===== src/rtl/mem_port_arbiter.sv =====
// Fetch/data arbiter for the single-ported unified memory.
// Optional fetch starvation guard: define ARB_STARVE_GUARD_EN.
module mem_port_arbiter #(
  parameter int ADDR_W       = 64,
  parameter int DATA_W       = 64,
  parameter int STARVE_LIMIT = 4
) (
  input  logic              CLOCK,
  input  logic              RESET,
  input  logic              if_req,
  input  logic [ADDR_W-1:0] if_addr,
  output logic              if_ack,
  output logic [31:0]       if_rdata,
  input  logic              dm_req,
  input  logic              dm_we,
  input  logic [ADDR_W-1:0] dm_addr,
  input  logic [DATA_W-1:0] dm_wdata,
  output logic              dm_ack,
  output logic [DATA_W-1:0] dm_rdata,
  output logic              mem_req,
  output logic              mem_we,
  output logic [ADDR_W-1:0] mem_addr,
  output logic [DATA_W-1:0] mem_wdata,
  input  logic [DATA_W-1:0] mem_rdata,
  input  logic              mem_ready,
  output logic              if_stall,
  output logic              dm_stall,
  output logic              busy
);

  typedef enum logic [1:0] {
    IDLE,
    BUSY_IF,
    BUSY_DM,
    RESP
  } stateT;

  stateT state;
  stateT stateNext;

  logic grantDm;
  logic grantIf;
  logic forceIf;
  logic ownerDm;
  logic hiHalf;

  logic              memWeQ;
  logic [ADDR_W-1:0] memAddrQ;
  logic [DATA_W-1:0] memWdataQ;
  logic [31:0]       ifRdataQ;
  logic [DATA_W-1:0] dmRdataQ;

`ifdef ARB_STARVE_GUARD_EN
  localparam int CW = $clog2(STARVE_LIMIT + 1);
  localparam logic [CW-1:0] LIM = CW'(STARVE_LIMIT);

  logic [CW-1:0] starveCnt;

  assign forceIf = if_req && (starveCnt == LIM);

  always_ff @(posedge CLOCK or negedge RESET) begin
    if (!RESET) begin
      starveCnt <= '0;
    end else if (grantIf) begin
      starveCnt <= '0;
    end else if (grantDm) begin
      if (!if_req)
        starveCnt <= '0;
      else if (starveCnt != LIM)
        starveCnt <= starveCnt + CW'(1);
    end
  end
`else
  assign forceIf = 1'b0;
`endif

  always_ff @(posedge CLOCK or negedge RESET) begin
    if (!RESET)
      state <= IDLE;
    else
      state <= stateNext;
  end

  always_comb begin
    stateNext = state;
    grantDm   = 1'b0;
    grantIf   = 1'b0;
    unique case (state)
      IDLE: begin
        grantDm = dm_req && !forceIf;
        grantIf = if_req && !grantDm;
        if (grantDm)
          stateNext = BUSY_DM;
        else if (grantIf)
          stateNext = BUSY_IF;
      end
      BUSY_IF: begin
        if (mem_ready)
          stateNext = RESP;
      end
      BUSY_DM: begin
        if (mem_ready)
          stateNext = RESP;
      end
      RESP: stateNext = IDLE;
      default: stateNext = IDLE;
    endcase
  end

  always_ff @(posedge CLOCK or negedge RESET) begin
    if (!RESET) begin
      memWeQ    <= 1'b0;
      memAddrQ  <= '0;
      memWdataQ <= '0;
      ifRdataQ  <= '0;
      dmRdataQ  <= '0;
      ownerDm   <= 1'b0;
      hiHalf    <= 1'b0;
    end else begin
      if (grantDm) begin
        memWeQ    <= dm_we;
        memAddrQ  <= dm_addr;
        memWdataQ <= dm_wdata;
      end else if (grantIf) begin
        memWeQ    <= 1'b0;
        memAddrQ  <= if_addr;
        memWdataQ <= '0;
        hiHalf    <= if_addr[2];
      end
      // Results land in per-requester registers so each side keeps its own
      if (mem_ready && state == BUSY_IF) begin
        ownerDm  <= 1'b0;
        ifRdataQ <= hiHalf ? mem_rdata[63:32]
                           : mem_rdata[31:0];
      end
      if (mem_ready && state == BUSY_DM) begin
        ownerDm <= 1'b1;
        if (!memWeQ)
          dmRdataQ <= mem_rdata;
      end
    end
  end

  assign mem_req   = (state == BUSY_IF) ||
                     (state == BUSY_DM);
  assign mem_we    = memWeQ;
  assign mem_addr  = memAddrQ;
  assign mem_wdata = memWdataQ;
  assign busy      = (state != IDLE);
  assign if_ack    = (state == RESP) && !ownerDm;
  assign dm_ack    = (state == RESP) && ownerDm;
  assign if_rdata  = ifRdataQ;
  assign dm_rdata  = dmRdataQ;
  assign if_stall  = if_req && !if_ack;
  assign dm_stall  = dm_req && !dm_ack;

endmodule


===== config.mk =====
export PLATFORM = sky130hd
export DESIGN_NAME = mem_port_arbiter
export DESIGN_NICKNAME = d
export VERILOG_FILES = /design/src/rtl/mem_port_arbiter.sv
export SDC_FILE = /design/constraint.sdc
export NUM_CORES = 1
export LEC_CHECK = 0
export BUFFER_PORTS_ARGS = -buffer_cell sky130_fd_sc_hd__buf_2
export CAP_MARGIN = 10
export CORE_AREA = 2 2 189 191
export CTS_CLUSTER_DIAMETER = 150
export CTS_CLUSTER_SIZE = 30
export DETAILED_ROUTE_END_ITERATION = 10
export DIE_AREA = 0 0 191 193
export PLACE_DENSITY = 0.59
export RECOVER_POWER = 50
export SYNTH_ARGS = -nofsm -noshare
export SYNTH_HDL_FRONTEND = slang
export SYNTH_SLANG_ARGS = --single-unit

===== constraint.sdc =====
create_clock -name CLOCK -period 2.6 [get_ports CLOCK]
set_input_delay 0.78 -clock CLOCK [delete_from_list [all_inputs] [get_ports CLOCK]]
set_output_delay 0.78 -clock CLOCK [all_outputs]
set_load 0.03 [all_outputs]

* Yosys cells after proc, flatten, opt, wreduce, memory -nomap -nowiden
Cells that the tools add are included.
Storage, ports and cells: input port bits 262, logic and storage cells 50, register bits 229, output and inout bits 231
Operators by class: equality and inequality tests 5, reduce and logical (&&, ||, !) cells 20, muxes and demuxes 15, bitwise gates (word level) 2
Operators with widths (number):
- 2-to-1 mux 64 bit | 4
- 2-to-1 mux 32 bit | 1
- logical AND 1 bit | 7
- 2-to-1 mux 1 bit | 6
- 2-to-1 mux 2 bit | 3
- one-hot mux 2 bit (3 select lines) | 1
- AND reduction 2 bit | 3
- nonzero test 2 bit | 3
- == test 2 bit (second input constant) | 2
- logical NOT 1 bit | 4
- != test 3 bit (second input constant) | 1
- == test 2 x 1 -> 1 bit (second input constant) | 1
- logical NOT 2 bit | 1
- != test 2 x 1 -> 1 bit (second input constant) | 1
- inverter 1 bit | 2
- OR reduction 2 bit | 1
- logical OR 1 bit | 1

* Longest topological paths before layout
depth in word-level cells 5, gate-level depth with buffers 8, mapped depth without buffers 5

* Worst setup path before layout
Ideal clock, no wire load.
kind input to output, from input dm_req, to output dm_stall, path buffers 1, setup slack 467 ps, stages on the path 2, required time 1820 ps, arrival 1353 ps, cell sequence buf_6 > nor2b_1
On the way: word-level cells in the longest chain between the ends 1
RTL lines:
- from (decl) | RTL line 14 | input logic dm_req,
- logical AND 1 bit | RTL line 155 | assign dm_stall = dm_req && !dm_ack;
- to (decl) | RTL line 27 | output logic dm_stall,
Every way passes these cells.

* Final worst setup path
from register state[0], to output busy
On the way: word-level cells in the longest chain between the ends 1
RTL lines:
- from (decl) | RTL line 38 | stateT state;
- from (signal assigned) | RTL line 81 | state <= stateNext;
- nonzero test 2 bit | RTL line 149 | assign busy = (state != IDLE);
- to (decl) | RTL line 28 | output logic busy
Every way passes these cells.

==> impl_metrics.env <==
export IMPL_cts_root_buf="clkbuf_16"
export IMPL_path_class="flip-flop to output pin"
export IMPL_violations="max-capacitance violations, max-slew violations"
export IMPL_fill_cells=3623
export IMPL_syn_inst=728
export IMPL_yosysSeqAreaShare_pct=59.3
export IMPL_cp_start_kind="flip-flop"
export IMPL_worstPathArrival_ns=1.61
export IMPL_vdd_ir_drop_max_v=0.000661
export IMPL_max_slew_worst_pin_slew_ns=1.51
export IMPL_via_per_inst=4.38
export IMPL_port_buffers=492
export IMPL_finalHoldViolCount=0
export IMPL_grt_max_degree=66
export IMPL_clock_latency_ns=0.48
export IMPL_ys_warnings_count=0
export IMPL_p_leak_nw=6.90
export IMPL_drt_total_wl_mm=28.9
export IMPL_cts_made_buffers=11
export IMPL_hpwlAfterDp_mm=22.6
export IMPL_drt_first_iter_violations=209
export IMPL_post_route_period_util_pct=92.0
export IMPL_setup_viol=0
export IMPL_cp_slowest_stage_delay_ns=0.42
export IMPL_clk_pin_slew_worst_paths_ns=0.12
export IMPL_initial_core_util_pct=27.6
export IMPL_register_area_um2=5730
export IMPL_synthFlopType="dfrtp_1"
export IMPL_drc=0
export IMPL_slew_headroom_pct=-0.362
export IMPL_maxCapViolCount=1
export IMPL_path_max_fanout=4
export IMPL_postCtsSetupRepairBufs=0
export IMPL_ys_top_cells_by_area="dfrtp_1 59%, mux2i_1 10%, mux2_4 9.3%, a22o_1 5.9%, o21ai_0 2.9%"
export IMPL_netlist_area_leader_share_pct=59.3
export IMPL_antenna_found_initial=0
export IMPL_hold_class="flip-flop to flip-flop"
export IMPL_cts_tree="yes"
export IMPL_wire_per_inst_um=17.3
export IMPL_drive_gt1_share_pct=45.1
export IMPL_grt_use_total_pct=14.6
export IMPL_pin_count=493
export IMPL_place_ws_ns=0.411
export IMPL_synth_cell_type_count=26
export IMPL_tns_ns=0
export IMPL_end_kind="output pin"
export IMPL_worst_slack_ns=0.207
export IMPL_syn_to_final_growth_pct=31.4
export IMPL_rows=69
export IMPL_grt_pass1_vias=7212
export IMPL_skew_ns=0.0163
export IMPL_synth_edf_count=0
export IMPL_syn_area_um2=9660
export IMPL_multi_input_area_um2=3380
export IMPL_dr_pass1_iters=4
export IMPL_critPathTopFamily="flip-flops"
export IMPL_gp_congestion=0.796
export IMPL_power_density_nw_per_um2=1350
export IMPL_netlist_top_cells_count="229 x dfrtp_1, 99 x mux2i_1, 66 x nand2_1"
export IMPL_status="complete, but fails checks"
export IMPL_grt_setup_unrepaired="false"
export IMPL_yosys_area_top_type="dfrtp_1"
export IMPL_antenna_left=0
export IMPL_yosysMostFrequentCell="dfrtp_1"
export IMPL_diodes=0
export IMPL_fin_nets=1474
export IMPL_cp_slowest_cell="dfrtp_1"
export IMPL_ys_ff_latch=229
export IMPL_h_tree_depth=1
export IMPL_synthArstFlopShare_pct=100
export IMPL_grt_pass1_wl_mm=42.2
export IMPL_clock_path_buffers=3
export IMPL_worst_path_most_repeated_cell="inv_1"
export IMPL_core_um2=35000
export IMPL_min_period_ns=2.39
export IMPL_fmaxAchievable_ghz=0.418
export IMPL_critPathRequiredTime_ns=1.82
export IMPL_die_h_um=193
export IMPL_syn_nets=995
export IMPL_cp_cell_sequence="inv_1 -> ha_1 -> inv_1 -> buf_2"
export IMPL_vias=7313
export IMPL_grt_ovfl_total=0
export IMPL_cts_repair_resized=0
export IMPL_fp_dieArea_um2=36900
export IMPL_final_max_slew_viol_count=51
export IMPL_clock_sinks=229
export IMPL_die_w_um=191
export IMPL_syn_area_per_cell_um2=13.3
export IMPL_holdBufCountCts=0
export IMPL_cp_num_buf_inv=3
==> final timing paths <==
kind                                  to          from  depth (start not counted)  slack, ns
min in group asynchronous   dm_rdata[48]         RESET                          1       0.64
hold reg to reg             mem_addr[51]  mem_addr[51]                          2       0.49
max in group asynchronous    mem_addr[3]         RESET                          2       0.52
hold / removal              mem_addr[51]  mem_addr[51]                          2       0.49
setup reg to reg           mem_wdata[36]      state[0]                          6       0.27
setup / recovery                    busy      state[0]                          4       0.21
==> placed cells by master, fill, tap and decap left out <==
cell type,count
buf_2,480
dfrtp_1,228
mux2i_1,99
nand2_1,66
a22o_1,65
o21ai_0,58
mux2_1,38
nor2_1,32
a21oi_1,32
mux2_4,22
clkbuf_1,20
clkbuf_16,11
o21ai_1,9
buf_4,8
buf_12,6
inv_1,5
mux2_2,5
ha_1,5
nor2b_1,3
clkbuf_2,3
clkbuf_4,3
and2_2,2
and2_1,1
nand2_4,1
or2_1,1
o32a_2,1
nand3b_1,1
clkinv_8,1
dfrtp_2,1
==> stage by stage <==
| stage | area, µm² | total power [mW] | util, % | hold slack, ns | instances |
|---|---|---|---|---|---|
| floorplan | 9660 | 12.9 | - | 0.484 | 728 |
| detailed placement | 12700 | 15.9 | 36.2 | 0.465 | 1655 |
| global route | 12700 | 18.3 | 36.3 | 0.477 | 1668 |
| CTS | 13000 | 17.9 | 37.1 | 0.204 | 1668 |
| global placement | 12700 | 15.7 | 36.2 | 0.456 | 1655 |
| finish | 12700 | 17.2 | 36.3 | 0.485 | 1668 |
==> worst min-delay path, cell delays in order (launching register included) <==
cell,delay [ns]
dfrtp_1,0.36
nand2_1,0.05
o21ai_0,0.06
==> registers in the layout, indices dropped and copies added, names as in the netlist <==
register and flops:
mem_wdata 64, ownerDm 1, hiHalf 1, dm_rdata 64
state 2, mem_we 1, if_rdata 32, mem_addr 64
==> power by group <==
group / internal (mW) / switching [mW]
clock: 0.790 / 1.14
sequential: 5.23 / 0.977
combinational: 3.02 / 6.03
==> metal layers <==
metal | global-route usage, % | up-vias | share of wire (%)
li1 | - | 3516 | -
met1 | 18.6 | 3477 | 41
met2 | 25.4 | 294 | 50
met3 | 3.35 | 26 | 7.9
met4 | 3.16 | 0 | 1.8
met5 | 0 | - | 0
==> area by class of cell <==
class | instances | share of cell area (%)
Sequential cell | 229 | 45.2
Multi-Input combinational cell | 441 | 26.6
Timing Repair Buffer | 519 | 21.2
Tap cell | 461 | 4.55
Clock buffer | 12 | 2.20
Inverter | 5 | 0.148
Clock inverter | 1 | 0.128
==> kinds of logic (layout without fill, tap and decap cells) <==
logic type                 Yosys count  count (layout)  share of synthesized area, %
AOI/OAI and AO/OA                  165             165                          11.2
adders and majority gates            5               5                         0.648
buffers and inverters               58             537                          4.19
DFF                                229             229                          59.3
muxes                              164             164                          20.2
and+or+nand+nor                    107             107                          4.47
Note: power is estimated with default switching activity, not from simulation.
